## src/rtl/reg_dump_streamer.sv

```systemverilog
// reg_dump_streamer: captures a single-cycle snapshot of REG_COUNT register words
// and streams them out one word per beat over a valid/ready handshake.
// Optional feature macro: REG_DUMP_CHECKSUM_EN appends a final beat carrying the
// XOR of all captured words (dump becomes REG_COUNT+1 beats).
module reg_dump_streamer #(
  parameter int unsigned REG_COUNT = 32,
  parameter int unsigned WIDTH     = 32,
  localparam int unsigned IDX_W    = (REG_COUNT > 1) ? $clog2(REG_COUNT) : 1
) (
  input  logic                       clock,
  input  logic                       reset,
  input  logic [REG_COUNT*WIDTH-1:0] reg_flat,
  input  logic                       snap_req,
  output logic                       snap_busy,
  output logic                       snap_drop,
  output logic                       dump_valid,
  input  logic                       dump_ready,
  output logic [WIDTH-1:0]           dump_data,
  output logic [IDX_W-1:0]           dump_index,
  output logic                       dump_last,
  output logic [7:0]                 drop_count
);

  typedef enum logic [1:0] {
    S_IDLE,
    S_STREAM
`ifdef REG_DUMP_CHECKSUM_EN
    , S_CKSUM
`endif
  } state_t;

  localparam logic [IDX_W-1:0] LAST_IDX = IDX_W'(REG_COUNT - 1);
`ifdef REG_DUMP_CHECKSUM_EN
  localparam bit CKSUM_ON = 1'b1;
`else
  localparam bit CKSUM_ON = 1'b0;
`endif

  state_t           r_state;
  logic [WIDTH-1:0] r_buf [REG_COUNT];
  logic             r_valid;
  logic             r_busy;
  logic             r_drop;
  logic [7:0]       r_drop_cnt;
  logic [WIDTH-1:0] r_data;
  logic [IDX_W-1:0] r_index;
  logic             r_last;

  logic             w_capture;
  logic [IDX_W-1:0] w_idx_nxt;

  assign w_capture = (r_state == S_IDLE) && snap_req;
  assign w_idx_nxt = r_index + IDX_W'(1);

`ifdef REG_DUMP_CHECKSUM_EN
  logic [WIDTH-1:0] w_xor;

  // XOR reduction over the captured snapshot for the trailing checksum beat
  always_comb begin
    w_xor = '0;
    for (int unsigned k = 0; k < REG_COUNT; k++) begin
      w_xor = w_xor ^ r_buf[k];
    end
  end
`endif

  // Snapshot buffer: written only on an accepted capture, contents unreset
  always_ff @(posedge clock) begin
    if (w_capture) begin
      for (int unsigned k = 0; k < REG_COUNT; k++) begin
        r_buf[k] <= reg_flat[k*WIDTH +: WIDTH];
      end
    end
  end

  // Control FSM with registered stream outputs and drop accounting
  always_ff @(posedge clock or posedge reset) begin
    if (reset) begin
      r_state    <= S_IDLE;
      r_valid    <= 1'b0;
      r_busy     <= 1'b0;
      r_drop     <= 1'b0;
      r_drop_cnt <= '0;
      r_data     <= '0;
      r_index    <= '0;
      r_last     <= 1'b0;
    end else begin
      r_drop <= 1'b0;
      if (snap_req && (r_state != S_IDLE)) begin
        r_drop <= 1'b1;
        if (r_drop_cnt != 8'hFF) begin
          r_drop_cnt <= r_drop_cnt + 8'd1;
        end
      end

      case (r_state)
        S_IDLE: begin
          if (snap_req) begin
            // Beat 0 is taken straight from the input so it shows the cycle after capture
            r_state <= S_STREAM;
            r_valid <= 1'b1;
            r_busy  <= 1'b1;
            r_data  <= reg_flat[WIDTH-1:0];
            r_index <= '0;
            r_last  <= !CKSUM_ON && (REG_COUNT == 1);
          end
        end

        S_STREAM: begin
          if (dump_ready) begin
            if (r_index == LAST_IDX) begin
`ifdef REG_DUMP_CHECKSUM_EN
              r_state <= S_CKSUM;
              r_data  <= w_xor;
              r_index <= '0;
              r_last  <= 1'b1;
`else
              r_state <= S_IDLE;
              r_valid <= 1'b0;
              r_busy  <= 1'b0;
              r_data  <= '0;
              r_index <= '0;
              r_last  <= 1'b0;
`endif
            end else begin
              r_index <= w_idx_nxt;
              r_data  <= r_buf[w_idx_nxt];
              r_last  <= !CKSUM_ON && (w_idx_nxt == LAST_IDX);
            end
          end
        end

`ifdef REG_DUMP_CHECKSUM_EN
        S_CKSUM: begin
          if (dump_ready) begin
            r_state <= S_IDLE;
            r_valid <= 1'b0;
            r_busy  <= 1'b0;
            r_data  <= '0;
            r_index <= '0;
            r_last  <= 1'b0;
          end
        end
`endif

        default: begin
          r_state <= S_IDLE;
          r_valid <= 1'b0;
          r_busy  <= 1'b0;
          r_data  <= '0;
          r_index <= '0;
          r_last  <= 1'b0;
        end
      endcase
    end
  end

  assign snap_busy  = r_busy;
  assign snap_drop  = r_drop;
  assign dump_valid = r_valid;
  assign dump_data  = r_data;
  assign dump_index = r_index;
  assign dump_last  = r_last;
  assign drop_count = r_drop_cnt;

endmodule

```

## config.mk

```make
export PLATFORM = sky130hd
export DESIGN_NAME = reg_dump_streamer
export DESIGN_NICKNAME = d
export VERILOG_FILES = /design/src/rtl/reg_dump_streamer.sv
export SDC_FILE = /design/constraint.sdc
export NUM_CORES = 1
export LEC_CHECK = 0
export CAP_MARGIN = 20
export CORE_AREA = 5 5 421 423
export CTS_CLUSTER_DIAMETER = 150
export CTS_CLUSTER_SIZE = 8
export DETAILED_ROUTE_END_ITERATION = 10
export DIE_AREA = 0 0 426 428
export GPL_TIMING_DRIVEN = 0
export PLACE_DENSITY = 0.53
export SETUP_SLACK_MARGIN = 0.02
export SYNTH_ARGS = -nofsm -noshare
export SYNTH_HDL_FRONTEND = slang
export SYNTH_SLANG_ARGS = --single-unit
```

## constraint.sdc

```tcl
create_clock -name clock -period 30.3 [get_ports clock]
set_input_delay 9.09 -clock clock [delete_from_list [all_inputs] [get_ports clock]]
set_output_delay 9.09 -clock clock [all_outputs]
set_load 0.1 [all_outputs]
```

==> results.py <==
metrics = {
    "global_routing": {
        "grt_max_degree": 162,
        "grt_pass1_vias": 26400,
        "grt_first_pass_wirelength_um": 239000,
        "grtUsageTotal_pct": 19.8,
        "antenna_found_initial": 91,
        "overflow": 0,
    },
    "critical_path": {
        "critPathMaxStageDelay_ps": 660,
        "crit_family": "buffers and inverters",
        "crit_chain": "clkbuf_1, nor2b_1, buf_2, buf_12, buf_16, buf_16, a22oi_1, nand4_1, o211a_1",
        "worst-path-buf-inv": 5,
        "rrSetupSlack_ps": 24540,
        "crit_fanout": 141,
        "r2r_start": "dump_index[0]",
        "reg2reg_to": "dump_data[17]",
        "start_kind": "input pin",
        "required_ps": 31030,
        "cp.arrival_ps": 13030,
        "crit_top_cell": "buf_16",
        "endpoint_kind": "register",
        "slowest_stage": "clkbuf_1",
        "r2r_cells": 12,
        "path_class": "input pin to register",
    },
    "timing": {
        "fin_ws_ps": 18000,
        "rsz0062_at_grt": "false",
        "fin_worst_skew_ps": 55.2,
        "fin_crit_sh_pct": 40.6,
        "finalHoldViolCount": 0,
        "setup_viol": 0,
        "worst_slew_pin_slew_ps": 1140,
        "finalMaxSlewViolations": 0,
        "fmax_mhz": 81.3,
        "slew-limit-headroom_pct": 23.6,
        "holdWs_ps": 475,
        "period_minus_slack_ps": 12300,
    },
    "min_path": {
        "min_path_cells": 2,
        "hp-start": "dump_last",
        "hold_end": "dump_last",
        "min_path_type": "register to register",
    },
    "detailed_routing": {
        "ant_nets": 0,
        "dr_total_vias": 25700,
        "drtIter0Drc": 2601,
        "finalWirelength_um": 186000,
        "wire_per_inst_um": 33.0,
        "firstDrtPassIters": 8,
        "route.detailed.drc": 0,
        "viasPerCell": 4.55,
    },
    "placement": {
        "dp_hpwl_um": 145000,
        "io_buffers": 1074,
        "place_ws_ps": 17000,
        "gp_congestion": 0.871,
        "post-place-cells": 5361,
    },
    "cts": {
        "clk_latency_ps": 800,
        "cts-hold-fix-buffers": 0,
        "post_cts_buffers": 0,
        "cts_resized": 0,
        "clock_sinks": 1072,
        "cts_buffer_depth": 3,
        "cts_root_buffer": "clkbuf_16",
        "numCtsBuffers": 152,
        "cts_tree": "yes",
        "h-tree-depth": 4,
        "clkSlewWorstSetupHoldPaths_ps": 50,
    },
    "floorplanning": {
        "rows": 153,
        "dieArea_um2": 182000,
        "initial_core_util_pct": 23.9,
        "pin_count": 1077,
        "fp.dieH_um": 428,
        "dieWidth_um": 426,
        "design.core.area_um2": 173000,
    },
    "yosys": {
        "ys_warn_count": 0,
        "syn_area_um2": 41300,
        "synthCells": 1938,
        "synthArstFlopShare_pct": 4.48,
        "synth-edff-count": 1024,
        "synth_top_area_share_pct": 74.5,
        "syn_nets": 2970,
        "avgSynthCellArea_um2": 21.3,
        "synth_area_leaders": "edfxtp_1, mux4_2, dfrtp_1",
        "ys.flop_type": "edfxtp_1",
        "ys_ff_latch": 1072,
        "ys_seq_area_share_pct": 77.4,
        "synthMostInstantiatedCell": "edfxtp_1",
        "synth_top_cells_by_count": "edfxtp_1, mux4_2, nand2_1",
        "synth_top_area_cell": "edfxtp_1",
        "ys_types": 38,
    },
    "power_and_ir_drop": {
        "swShare_pct": 35.3,
        "clkPwrFrac_pct": 32.3,
        "p_leak_nw": 19.6,
        "combPwrFrac_pct": 33.4,
        "powerDensity_nw_per_um2": 82.4,
        "finalPower_mw": 4.94,
        "seqPwrFrac_pct": 34.3,
        "p_sw_mw": 1.74,
        "p_int_mw": 3.20,
        "vdd_drop_max_mv": 0.0429,
    },
    "run_status": {
        "outcome": "complete, no violations",
    },
    "finish": {
        "drive_gt1_share_pct": 16.7,
        "final_util_pct": 34.6,
        "num-nets-final": 4223,
        "syn2layout_area_growth_pct": 45.2,
        "instances_no_fill": 5638,
    },
    "job": {
        "maxCapViolations": 0,
    },
}
[routing by layer]
metal  wire length [um]  part of all wire [%]  GRT usage (%)  vias up
met4               5850                   3.1           7.79       20
met3              15700                   8.4           6.56      285
met5                149                 0.080              0        -
met1              68500                    37           22.8    13300
met2              95700                    51           33.8     1350
li1                   -                     -              -    10700
[cells in the final DEF, fill, tap and decap left out, types with 4 or more instances in the layout]
cell	count
a21oi_1	14
a22o_1	5
a22oi_1	80
buf_1	6
buf_12	10
buf_16	8
buf_2	33
buf_4	7
buf_6	5
buf_8	11
clkbuf_1	102
clkbuf_16	152
clkbuf_2	4
clkdlybuf4s50_1	1074
dfrtp_1	48
diode_2	53
edfxtp_1	1024
ha_1	4
inv_16	6
mux2_2	66
mux2i_1	44
mux4_2	224
nand2_1	136
nand3_1	34
nand4_1	34
nor2_1	17
o211a_1	31
o211ai_1	31
o21ai_0	5
xnor2_1	5
[power by group through the flow]
stage,clock network (mW),registers (mW),logic [mW]
2_1_floorplan,0,1.91,0.680
4_1_cts,1.64,1.69,1.70
3_3_place_gp,0,1.73,1.65
6_report,1.59,1.69,1.65
5_1_grt,1.70,1.70,1.74
3_5_place_dp,0,1.72,1.69
[worst max path at each step]
stage                   from      endpoint  slack (ps)  depth (start not counted)
floorplan           snap_req  dump_data[1]        6320                          7
global placement    snap_req  dump_data[4]        -980                          7
detailed placement  snap_req  dump_data[4]       17000                          9
CTS                 snap_req  dump_data[4]       17890                          9
global route        snap_req  dump_data[3]       17790                          9
finish              snap_req  dump_data[1]       18000                          9
[state kept, by name (all words and copies together) (netlist names)]
signal,flops
r_state,1
drop_count,8
r_buf,1024
snap_drop,1
dump_last,1
dump_index,5
dump_data,32
[final cells by class]
type	instances	area, um^2
diodes	53	133
plain buffers	107	578
clock buffers	207	4020
clock inverters	16	293
fillers	16600	113000
inverters	4	17.5
multi-input cells	755	8790
flip-flops and latches	1072	32000
well taps	2325	2910
repair buffers	1099	11300
[metrics by stage]
step                cell area, um^2  TNS (ps)
finish                        59900         0
global route                  59900         0
CTS                           59800         0
detailed placement            55500         0
global placement              54900     -7870
floorplan                     41300         0
[tightest hold or removal path: cells and delay by family, from the launching register on]
family / cells / cell delay, ps
DFF: 1 / 330
AOI/OAI and AO/OA: 1 / 60
and+or+nand+nor: 1 / 50
[cell families after synthesis]
family | Yosys count | share of synthesized area, %
buffers and inverters | 111 | 1.39
and+or+nand+nor | 233 | 2.50
muxes | 335 | 15.1
xor gates and xnor gates | 11 | 0.252
adders and majority gates | 4 | 0.121
AOI/OAI and AO/OA | 172 | 3.24
DFF | 1072 | 77.4
Note: power is estimated with default switching activity, not from simulation.
